### config.mk
export PLATFORM = sky130hd
export DESIGN_NAME = uart_tx_arbiter
export DESIGN_NICKNAME = d
export VERILOG_FILES = /design/src/rtl/uart_tx_arbiter.sv
export SDC_FILE = /design/constraint.sdc
export NUM_CORES = 1
export LEC_CHECK = 0
export BUFFER_PORTS_ARGS = -buffer_cell sky130_fd_sc_hd__buf_4
export CORE_MARGIN = 4
export CORE_UTILIZATION = 30
export DETAILED_ROUTE_END_ITERATION = 12
export PLACE_DENSITY = 0.47
export SYNTH_ARGS = -nofsm -noshare
export SYNTH_HDL_FRONTEND = slang
export SYNTH_SLANG_ARGS = --single-unit
export TNS_END_PERCENT = 30
### constraint.sdc
create_clock -name clk -period 4.2 [get_ports clk]
set_clock_uncertainty 0.2 [all_clocks]
set_input_delay 0.63 -clock clk [delete_from_list [all_inputs] [get_ports clk]]
set_output_delay 0.63 -clock clk [all_outputs]
set_load 0.01 [all_outputs]
### src/rtl/uart_tx_arbiter.sv
// rtl/uart_tx_arbiter.sv - round-robin arbiter feeding one shared UART transmitter
// A transfer that never completes is aborted after TIMEOUT-1 cycles so the other requesters keep moving.
module uart_tx_arbiter #(
  parameter int NUM_REQ = 4,
  parameter int TIMEOUT = 4096
) (
  input  logic                   clk,
  input  logic                   rst,
  input  logic [NUM_REQ-1:0]     req_valid,
  input  logic [8*NUM_REQ-1:0]   req_data,
  output logic [NUM_REQ-1:0]     req_ready,
  output logic                   tx_start,
  output logic [7:0]             tx_data,
  input  logic                   tx_busy,
  input  logic                   tx_done,
  output logic [1:0]             grant_id,
  output logic                   busy,
  output logic                   timeout_err
);

  typedef enum logic [1:0] {IDLE, GRANT, WAIT_DONE, DRAIN} state_t;

  localparam logic [15:0] TERM = 16'(TIMEOUT - 1);

  state_t      state;
  logic [1:0]  last;
  logic [15:0] cnt;
  logic [15:0] cnt_next;
  logic [1:0]  pick;
  logic [1:0]  cand;
  logic        found;

  assign cnt_next = cnt + 16'd1;

  // Search starts just after the last served index, so it is checked last.
  always_comb begin
    pick  = last;
    cand  = last;
    found = 1'b0;
    for (int k = 1; k <= NUM_REQ; k++) begin
      cand = last + 2'(k);
      if (!found && req_valid[cand]) begin
        pick  = cand;
        found = 1'b1;
      end
    end
  end

  always_ff @(posedge clk or negedge rst) begin
    if (!rst) begin
      state       <= IDLE;
      last        <= 2'd3;
      cnt         <= '0;
      req_ready   <= '0;
      tx_start    <= 1'b0;
      tx_data     <= '0;
      grant_id    <= '0;
      busy        <= 1'b0;
      timeout_err <= 1'b0;
    end else begin
      req_ready   <= '0;
      timeout_err <= 1'b0;
      case (state)
        IDLE: begin
          if (|req_valid) begin
            state           <= GRANT;
            grant_id        <= pick;
            tx_data         <= req_data[{pick, 3'b000} +: 8];
            req_ready[pick] <= 1'b1;
            tx_start        <= 1'b1;
            busy            <= 1'b1;
            cnt             <= '0;
          end
        end
        GRANT: begin
          cnt <= cnt_next;
          if (cnt_next == TERM) begin
            timeout_err <= 1'b1;
            tx_start    <= 1'b0;
            last        <= grant_id;
            state       <= DRAIN;
          end else if (tx_busy) begin
            tx_start <= 1'b0;
            state    <= WAIT_DONE;
          end
        end
        WAIT_DONE: begin
          cnt <= cnt_next;
          // A completion on the terminal-count edge is still a normal completion.
          if (tx_done) begin
            last  <= grant_id;
            state <= DRAIN;
          end else if (cnt_next == TERM) begin
            timeout_err <= 1'b1;
            tx_start    <= 1'b0;
            last        <= grant_id;
            state       <= DRAIN;
          end
        end
        DRAIN: begin
          if (!tx_done) begin
            state <= IDLE;
            busy  <= 1'b0;
          end
        end
        default: state <= IDLE;
      endcase
    end
  end

endmodule

# --- After elaboration in Yosys (flattened, before gate mapping) ---
# Cells that the tools add are included.
word_totals:
  wordCells: 91
  out_inout_bits: 17
  inputBits: 40
  regBits: 37
op_classes:
  mux: 42
  n_reduce_logical: 19
  shifts: 1
  n_eq_ne: 10
  n_addsub: 4
  order_cmp: 6
op_table:
  columns: ["cell", "n"]
  rows:
  - ["one-hot mux 16 bit (2 select lines)", 1]
  - ["variable part select 32 x 6 -> 8 bit", 1]
  - ["2-to-1 mux 2 bit", 12]
  - ["adder 16 x 1 -> 16 bit (second input constant)", 1]
  - ["== test 16 x 12 -> 1 bit (second input constant)", 1]
  - ["2-to-1 mux 1 bit", 16]
  - ["2-to-1 mux 16 bit", 1]
  - ["less-than comparator 2 x 3 -> 1 bit (second input constant)", 5]
  - ["binary-select mux 1 bit (select 2 bit)", 4]
  - ["2-to-1 mux 4 bit", 2]
  - ["inequality test 2 bit (second input constant)", 4]
  - ["one-hot mux 2 bit (4 select lines)", 1]
  - ["inequality test 3 bit (second input constant)", 2]
  - ["nonzero test 2 bit", 3]
  - ["AND reduction 5 bit", 1]
  - ["adder 2 bit (second input constant)", 2]
  - ["== test 2 bit (second input constant)", 2]
  - ["logical AND 1 bit", 4]
  - ["one-hot mux 1 bit (2 select lines)", 2]
  - ["one-hot mux 2 bit (2 select lines)", 1]
  - ["AND reduction 2 bit", 2]
  - ["AND reduction 4 bit", 1]
  - ["OR reduction 4 bit", 1]
  - ["logical NOT 1 bit", 3]
  - ["other kinds (9)", 9]

# --- Logic depth before layout (Yosys ltp) ---
# Gate-level depths: netlist (run 1).
depth:
  word_depth: 19
  mapped_depth: 8
  depth_no_buf: 8

# --- Least setup slack after synthesis (run 1) ---
# Ideal clock, no wire load.
synth_timing:
  path_type: "reg-to-reg"
  startpoint: "register cnt[0]"
  endpoint: "register state[1]"
  path_slack_ns: 1.793
  t_arrival_ns: 2.083
  path_stages_with_launch: 8
  n_path_buf: 0
  cell_sequence: "dfrtp_1 -> ha_1 -> nand3_1 -> or3_1 -> a211oi_1 -> nand4_2 -> a21oi_1 -> mux2_2"
synth_via:
  elab_chain_cells: 4
synth_rtl:
  columns: ["element", "line_no", "text"]
  rows:
  - ["start: declaration", "27", "logic [15:0] cnt;"]
  - ["start signal: assignment", "76", "cnt <= cnt_next;"]
  - ["start signal: assignment", "88", "cnt <= cnt_next;"]
  - ["adder 16 x 1 -> 16 bit (*)", "33", "assign cnt_next = cnt + 16'd1;"]
  - ["== test 16 x 12 -> 1 bit (*)", "77, 93", null]
  - ["inequality test 3 bit (no source line) or 2-to-1 mux 2 bit (tied branches)", null, null]
  - ["AND reduction 4 bit (no source line) or one-hot mux 2 bit (4 select lines) (tied branches)", null, null]
  - ["end signal: assignment", "81", "state <= DRAIN;"]
  - ["end signal: assignment", "92", "state <= DRAIN;"]
  - ["end signal: assignment", "97", "state <= DRAIN;"]
  - ["end: declaration", "25", "state_t state;"]
# Every way passes the cells marked *; elsewhere a longest branch is shown, timed or not.
# A chain may end at the register's enable or synchronous reset.

# --- Worst setup path after layout (run 1) ---
layout_timing:
  startpoint: "register cnt[0]"
  endpoint: "register last[0]"
layout_via:
  elab_chain_cells: 5
layout_rtl:
  columns: ["element", "line_no", "text"]
  rows:
  - ["adder 16 x 1 -> 16 bit (*)", "33", null]
  - ["== test 16 x 12 -> 1 bit (*)", "77, 93", null]
  - ["2-to-1 mux 2 bit (*)", null, null]
  - ["2-to-1 mux 2 bit", null, null]
  - ["one-hot mux 2 bit (2 select lines) (*)", null, null]
  - ["end signal: assignment", "80", "last <= grant_id;"]
  - ["end signal: assignment", "91", "last <= grant_id;"]
  - ["end signal: assignment", "96", "last <= grant_id;"]
  - ["end: declaration", "26", "logic [1:0] last;"]
# Marks and branches as above.

==> results of run 1 <==
-- final cells by class --
cell class / count / area share [%]
clock inverters: 2 / 1.29
inverters: 7 / 0.903
flip-flops and latches: 37 / 31.9
multi-input cells: 196 / 43.8
well taps: 99 / 4.26
repair buffers: 58 / 15.0
clock buffers: 6 / 2.84
-- synth_stat cells (2+ instances only) --
| cell | number |
|---|---|
| o32ai_1 | 2 |
| nor3_1 | 2 |
| nand2_1 | 31 |
| a211oi_1 | 2 |
| dfstp_2 | 2 |
| mux2i_1 | 19 |
| and3_1 | 5 |
| dfrtp_1 | 35 |
| mux2_2 | 11 |
| a31oi_1 | 4 |
| xor2_1 | 2 |
| o31ai_1 | 2 |
| nand3_1 | 10 |
| o21ai_0 | 39 |
| inv_1 | 7 |
| nand4_1 | 4 |
| nand4_2 | 2 |
| or2_2 | 3 |
| clkbuf_1 | 8 |
| buf_2 | 3 |
| a21oi_1 | 14 |
| ha_1 | 7 |
| nor2_1 | 12 |
| nand2b_1 | 4 |
| xnor2_1 | 2 |
| nand3b_1 | 3 |
| nor2b_1 | 5 |
-- power breakdown --
| part | internal [W] | leakage [nW] | total (W) | switching, W |
|---|---|---|---|---|
| registers | 0.000465 | 0.479 | 0.000557 | 0.0000912 |
| clock network | 0.000193 | 0.0574 | 0.000331 | 0.000137 |
| logic | 0.000393 | 0.815 | 0.000878 | 0.000484 |
| total | 0.00105 | 1.35 | 0.00176 | 0.000713 |
-- stage by stage --
| step | setup slack (ns) | cells | hold WS [ns] | area, sq um |
|---|---|---|---|---|
| after floorplan | 1.79 | 252 | 0.134 | 2280 |
| after global placement | 1.42 | 397 | 0.265 | 2790 |
| after detailed placement | 1.37 | 397 | 0.273 | 2790 |
| after CTS | 1.47 | 405 | 0.108 | 2910 |
| after global routing | 1.25 | 405 | 0.135 | 2910 |
| final | 1.47 | 405 | 0.0997 | 2910 |
-- sequential cells by signal, indices dropped and copies added, names as in the netlist --
name	cells
cnt	16
tx_data	8
req_ready	4
grant_id	2
last	2
state	2
busy	1
timeout_err	1
tx_start	1
-- cells by family (layout without fill, tap and decap cells) --
logic type                 Yosys count  count (layout)  synth area share [%]
AOI/OAI and AO/OA                   67              67                  16.4
xor gates and xnor gates             4               4                  1.54
adders and majority gates            7               7                  3.85
buffers and inverters               19              73                  3.35
DFF                                 37              37                  40.8
muxes                               30              30                  13.8
and+or+nand+nor                     88              88                  20.2
-- metal layers --
metal | wire, um | vias to the layer above
met5 | 0 | -
met4 | 82 | 0
met3 | 399 | 5
met2 | 2390 | 59
met1 | 2610 | 886
li1 | - | 1004
-- worst max-delay path by stage --
stage	to	cells past startpoint
2_1_floorplan	state[1]	7
3_3_place_gp	cnt[9]	7
3_5_place_dp	cnt[10]	7
4_1_cts	last[0]	7
5_1_grt	cnt[9]	7
6_report	last[0]	7
==> impl_metrics.csv, run 1 <==
group,metric,value,unit
clock_network,postCtsSetupBuffers,0,
clock_network,clock_latency,0.29,ns
yosys,synth_top_cell_by_area,"dfrtp_1",
die,die_area,9040,sq um
clock_network,clk_pin_slew,0.08,ns
setup_path,cp_max_fo,9,
yosys,synth_edf_count,0,
setup_path,cp.required,4.22,ns
placed_design,dp_hpwl,3820,um
clock_network,numCtsBuffers,5,
die,rows,31,
placed_design,gp_congestion,0.755,
global_routing,top_usage_layer,"met2",
global_routing,met1_usage,16.4,%
timing,period_needed,2.73,ns
timing,period_share,64.9,%
setup_path,rrSetupSlack,1.47,ns
finish,seqCellArea,928,sq um
routing,via_per_inst,4.82,
clock_network,clockRootBuffer,"clkbuf_8",
clock_network,clockBufferDepth,2,
worst_hold_path,holdCritPathClass,"in -> async",
global_routing,grtUsageTotal,12.8,%
setup_path,reg2reg_from,"cnt[0]",
timing,maxSlewViolCount,0,
finish,fin_nets,352,
die,die_w,95.1,um
setup_path,startpoint,"cnt[0]",
yosys,ys_warn_count,0,
yosys,yosysTopAreaCellShare,38.5,%
timing,slew_headroom,53.2,%
finish,final_layout_size_suffix_gt1_share,28.8,%
yosys,ys_seq_area_share,40.8,%
clock_network,cts_tree,"yes",
routing,wl_per_cell,13.5,um
yosys,syn_area,2280,sq um
timing,setup_tns,0,ns
routing,drc,0,
timing,setup_viol,0,
finish,n_fill_cell,722,
die,core,7330,sq um
global_routing,grt_pass1_wl,9090,um
timing,timing.fmax,367,MHz
flow_run,drv_cap,0,
finish,multi_input_area,1270,sq um
setup_path,rr_worst_depth,7,
setup_path,crit_path_max_incr_delay,0.47,ns
global_routing,antenna_found_initial,0,
timing,hold_viol_final,0,
clock_network,clock_sinks,37,
setup_path,path_cells,"ha_1, nand3_1, or3_1, a211oi_1, nand4_2, a21boi_2, mux2_2",
setup_path,r2r_end,"last[0]",
finish,insertedDiodeCount,0,
finish,layout_common_cells,"58 x buf_4, 39 x o21ai_0, 35 x dfrtp_1, 31 x nand2_1, 19 x mux2i_1",
global_routing,gr-total-overflow,0,
timing,worst_pin_slew,0.696,ns
placed_design,io_buffers,56,
setup_path,criticalPathCategory,"reg -> reg",
setup_path,critPathBufInv,0,
power,ir_drop,230,uV
run_status,status,"finished clean",
die,num_io_pins,57,
yosys,synth.net_count,299,
routing,wl,5480,um
finish,final_util,39.7,%
yosys,synth-async-reset-ratio,100,%
die,start_util,31.0,%
global_routing,grt_pass1_vias,1914,
power,p_leak,1.35,nW
yosys,synthTopCellsByArea,"dfrtp_1 38%, o21ai_0 8.6%, mux2i_1 8.4%",
yosys,synth_cells,252,
clock_network,cts_resized,0,
finish,final_common_cell,"buf_4",
yosys,syn_avg_cell_area,9.03,sq um
global_routing,grt.met3_usage,3.55,%
setup_path,critPathTopFamily,"simple AND/OR/NAND/NOR gates",
setup_path,slowest_stage,"dfrtp_1",
timing,rsz0062_at_grt,"false",
power,p_per_area,607,nW/um^2
routing,vias,1954,
setup_path,worstPathArrival,2.75,ns
power,power.total,0.00176,W
yosys,synth_cell_types,39,
routing,detail-route-antenna-nets,0,
routing,drt_iter0_drc,46,
yosys,synth_ff_type,"dfrtp_1",
finish,area.growth.synth_to_final,27.8,%
yosys,synth_seq_cells,37,
die,die_y,95.1,um
clock_network,postCtsHoldBufs,0,
setup_path,cp-start-kind,"register",
routing,dr.pass1.iters,4,
global_routing,grt_max_degree,38,
clock_network,cts_max_level,2,
setup_path,end_kind,"register",
global_routing,use_met2,20.5,%
No activity file was read; power rests on OpenSTA's default activity.
==> inputs of run 2 (changes only) <==
ABC_AREA = 1   (was default)
PLACE_DENSITY = 0.48   (was 0.47)
clock period = 2.5 ns   (was 4.2 ns; I/O delays follow)
==> run 2 against run 1 <==
Effect of this change:
- count of clock-buffer cells in the layout grew 1
- synthesized cell count grew 56%
- power grew to 2.6 times the previous value
- combinational power grew to 3.5 times the previous value
- global-route usage grew 1.6 points
- largest cell class unchanged
- critical path depth grew 6
- area after synthesis grew 14%
- fmax grew 18%
- clock power grew 44%
- cell area grew 16%
- first-iteration DRC count grew 140%
==> impl_metrics.csv, run 2 <==
group,metric,value,unit
timing,period_share,92.8,%
setup_path,end_kind,"register",
yosys,yosysMostFrequentCell,"nand2_1",
placed_design,dp_hpwl,5420,um
clock_network,clk_pin_slew,0.08,ns
die,num_io_pins,57,
global_routing,grtUsageTotal,14.3,%
finish,largest_reg_flops,16,
timing,rsz0062_at_grt,"false",
clock_network,cts_tree,"yes",
timing,period_needed,2.32,ns
die,rows,33,
routing,via_per_inst,4.67,
finish,fin_nets,510,
flow_run,drv_cap,0,
timing,hold_viol_final,0,
yosys,synth_cells,392,
routing,drc,0,
finish,area.growth.synth_to_final,29.9,%
yosys,synth_common_cells,"157 x nand2_1, 47 x inv_1, 39 x nand3_1",
routing,wl,7090,um
die,die_area,10200,sq um
power,p_leak,1.75,nW
clock_network,clock_sinks,37,
finish,top_regs,"cnt: 16 flops, tx_data: 8 flops, req_ready: 4 flops",
finish,finalInstanceArea,3360,sq um
placed_design,placed_cell_area,3160,sq um
finish,top_register,"cnt",
placed_design,io_buffers,56,
yosys,synth_top_cell_by_area,"dfrtp_1",
yosys,synth_cell_types,32,
placed_design,gp_congestion,0.812,
die,start_util,31.2,%
timing,worst_pin_slew,0.498,ns
routing,detail-route-antenna-nets,0,
timing,slew_headroom,66.8,%
yosys,synth_seq_cells,37,
setup_path,criticalPathCategory,"reg -> reg",
die,core,8300,sq um
routing,vias,2655,
power,ir_drop,542,uV
die,die_y,101,um
clock_network,clockRootBuffer,"clkbuf_8",
setup_path,cp.required,2.54,ns
timing,setup_viol,0,
finish,insertedDiodeCount,0,
clock_network,clockBufferDepth,2,
global_routing,grt_max_degree,38,
setup_path,worstPathArrival,2.36,ns
global_routing,grt_pass1_wl,11800,um
yosys,synth_ff_type,"dfrtp_1",
routing,wl_per_cell,12.5,um
worst_hold_path,holdCritPathClass,"in -> reg",
global_routing,antenna_found_initial,0,
global_routing,grt_pass1_vias,2508,
power,p_per_area,1340,nW/um^2
yosys,ys_seq_area_share,35.9,%
yosys,synth-async-reset-ratio,100,%
timing,timing.fmax,431,MHz
clock_network,cts_max_level,2,
yosys,ys_warn_count,0,
finish,layout_common_cells,"156 x nand2_1, 71 x buf_4, 47 x inv_1, 38 x nand3_1, 35 x dfrtp_1",
finish,final_layout_size_suffix_gt1_share,21.6,%
power,power.total,0.00451,W
yosys,synthTopCellsByArea,"dfrtp_1 34%, nand2_1 23%, nand3_1 7.5%",
setup_path,cp_max_fo,12,
setup_path,cp-start-kind,"register",
timing,setup_tns,0,ns
yosys,syn_area,2590,sq um
yosys,synth_edf_count,0,
run_status,status,"finished clean",
clock_network,clock_latency,0.29,ns
finish,final_util,40.5,%
timing,maxSlewViolCount,0,
routing,drt_iter0_drc,111,
clock_network,numCtsBuffers,5,
routing,dr.pass1.iters,4,
yosys,yosysTopAreaCellShare,33.8,%
yosys,syn_avg_cell_area,6.60,sq um
yosys,synth.net_count,439,
finish,final_common_cell,"nand2_1",
global_routing,gr-total-overflow,0,
die,die_w,101,um
==> run 2: changes by cell type in the layout (fill, tap and decap cells not counted), sizes merged, moves of 7 or more <==
cell / delta
inv: +42
o22ai: +7
mux2: -11
mux2i: -19
nand3: +31
nor2: +17
o21ai: -19
a21oi: -11
nand2: +132
buf: +13
==> run 2: layout make-up <==
| cell class | instances | area [sq um] |
|---|---|---|
| Tap cell | 105 | 131 |
| Fill cell | 885 | 4940 |
| Inverter | 51 | 191 |
| Sequential cell | 37 | 932 |
| Clock buffer | 7 | 96.3 |
| Timing Repair Buffer | 72 | 543 |
| Multi-Input combinational cell | 296 | 1460 |
| Clock inverter | 1 | 5.00 |
==> run 2: power by group <==
| group | switching, W | internal [W] | leakage, nW | total [W] |
|---|---|---|---|---|
| registers | 0.000177 | 0.000808 | 0.480 | 0.000985 |
| clock network | 0.000228 | 0.000250 | 0.0542 | 0.000478 |
| logic | 0.00188 | 0.00117 | 1.21 | 0.00305 |
| total | 0.00228 | 0.00222 | 1.75 | 0.00451 |
==> run 2: metrics by stage <==
| stage | hold WS [ns] | std cells | setup WS [ns] |
|---|---|---|---|
| after floorplan | -0.121 | 392 | 0.371 |
| after detailed placement | 0.185 | 555 | 0.0778 |
| after CTS | 0.188 | 564 | 0.0678 |
| after global placement | 0.181 | 555 | 0.101 |
| final | 0.197 | 569 | 0.181 |
| after global routing | 0.204 | 569 | 0.00233 |
==> run 2: timing repair <==
item                                   in CTS  in global routing
buffers inserted                            0                  5
endpoints found under the hold margin      35                  0
hold buffers                                1                  0
setup endpoints to repair                   0                 15
gates resized for setup                     0                 11
==> run 2: critical path, stage by stage, from the launching register on <==
cell and delay [ns]:
dfstp_4 0.70, o21ai_1 0.11, nand2_1 0.11, nand2_2 0.09, nor2_2 0.15, nand2_4 0.08, inv_2 0.11, nand2_1 0.07
nand2_1 0.14, buf_4 0.21, nand3_1 0.09, nand2_1 0.09, nand2_1 0.06, nand2_1 0.05
==> run 2: path summary, 6_finish.rpt <==
check	from	cells past startpoint	end	slack, ns
max	last[0]	13	tx_data[2]	0.18
min	tx_done	4	timeout_err	0.20
max reg2reg	last[0]	13	tx_data[2]	0.18
min reg2reg	tx_start	2	tx_start	0.29
max in group asynchronous	rst	2	last[0]	1.35
min in group asynchronous	rst	2	state[1]	0.39
==> run 2: metal layers <==
metal | wire length (um) | track usage [%] | vias up
met5 | 0 | 0 | -
met4 | 54 | 2.86 | 0
met3 | 275 | 3.25 | 7
met2 | 3400 | 23.5 | 55
met1 | 3360 | 19.4 | 1216
li1 | - | - | 1377
==> run 2: cells by family after synthesis <==
group	Yosys count	synth area share, %
AOI/OAI and AO/OA	33	7.01
DFF	37	35.9
buffers and inverters	59	9.62
adders and majority gates	7	3.38
and+or+nand+nor	251	42.4
xor gates and xnor gates	5	1.69
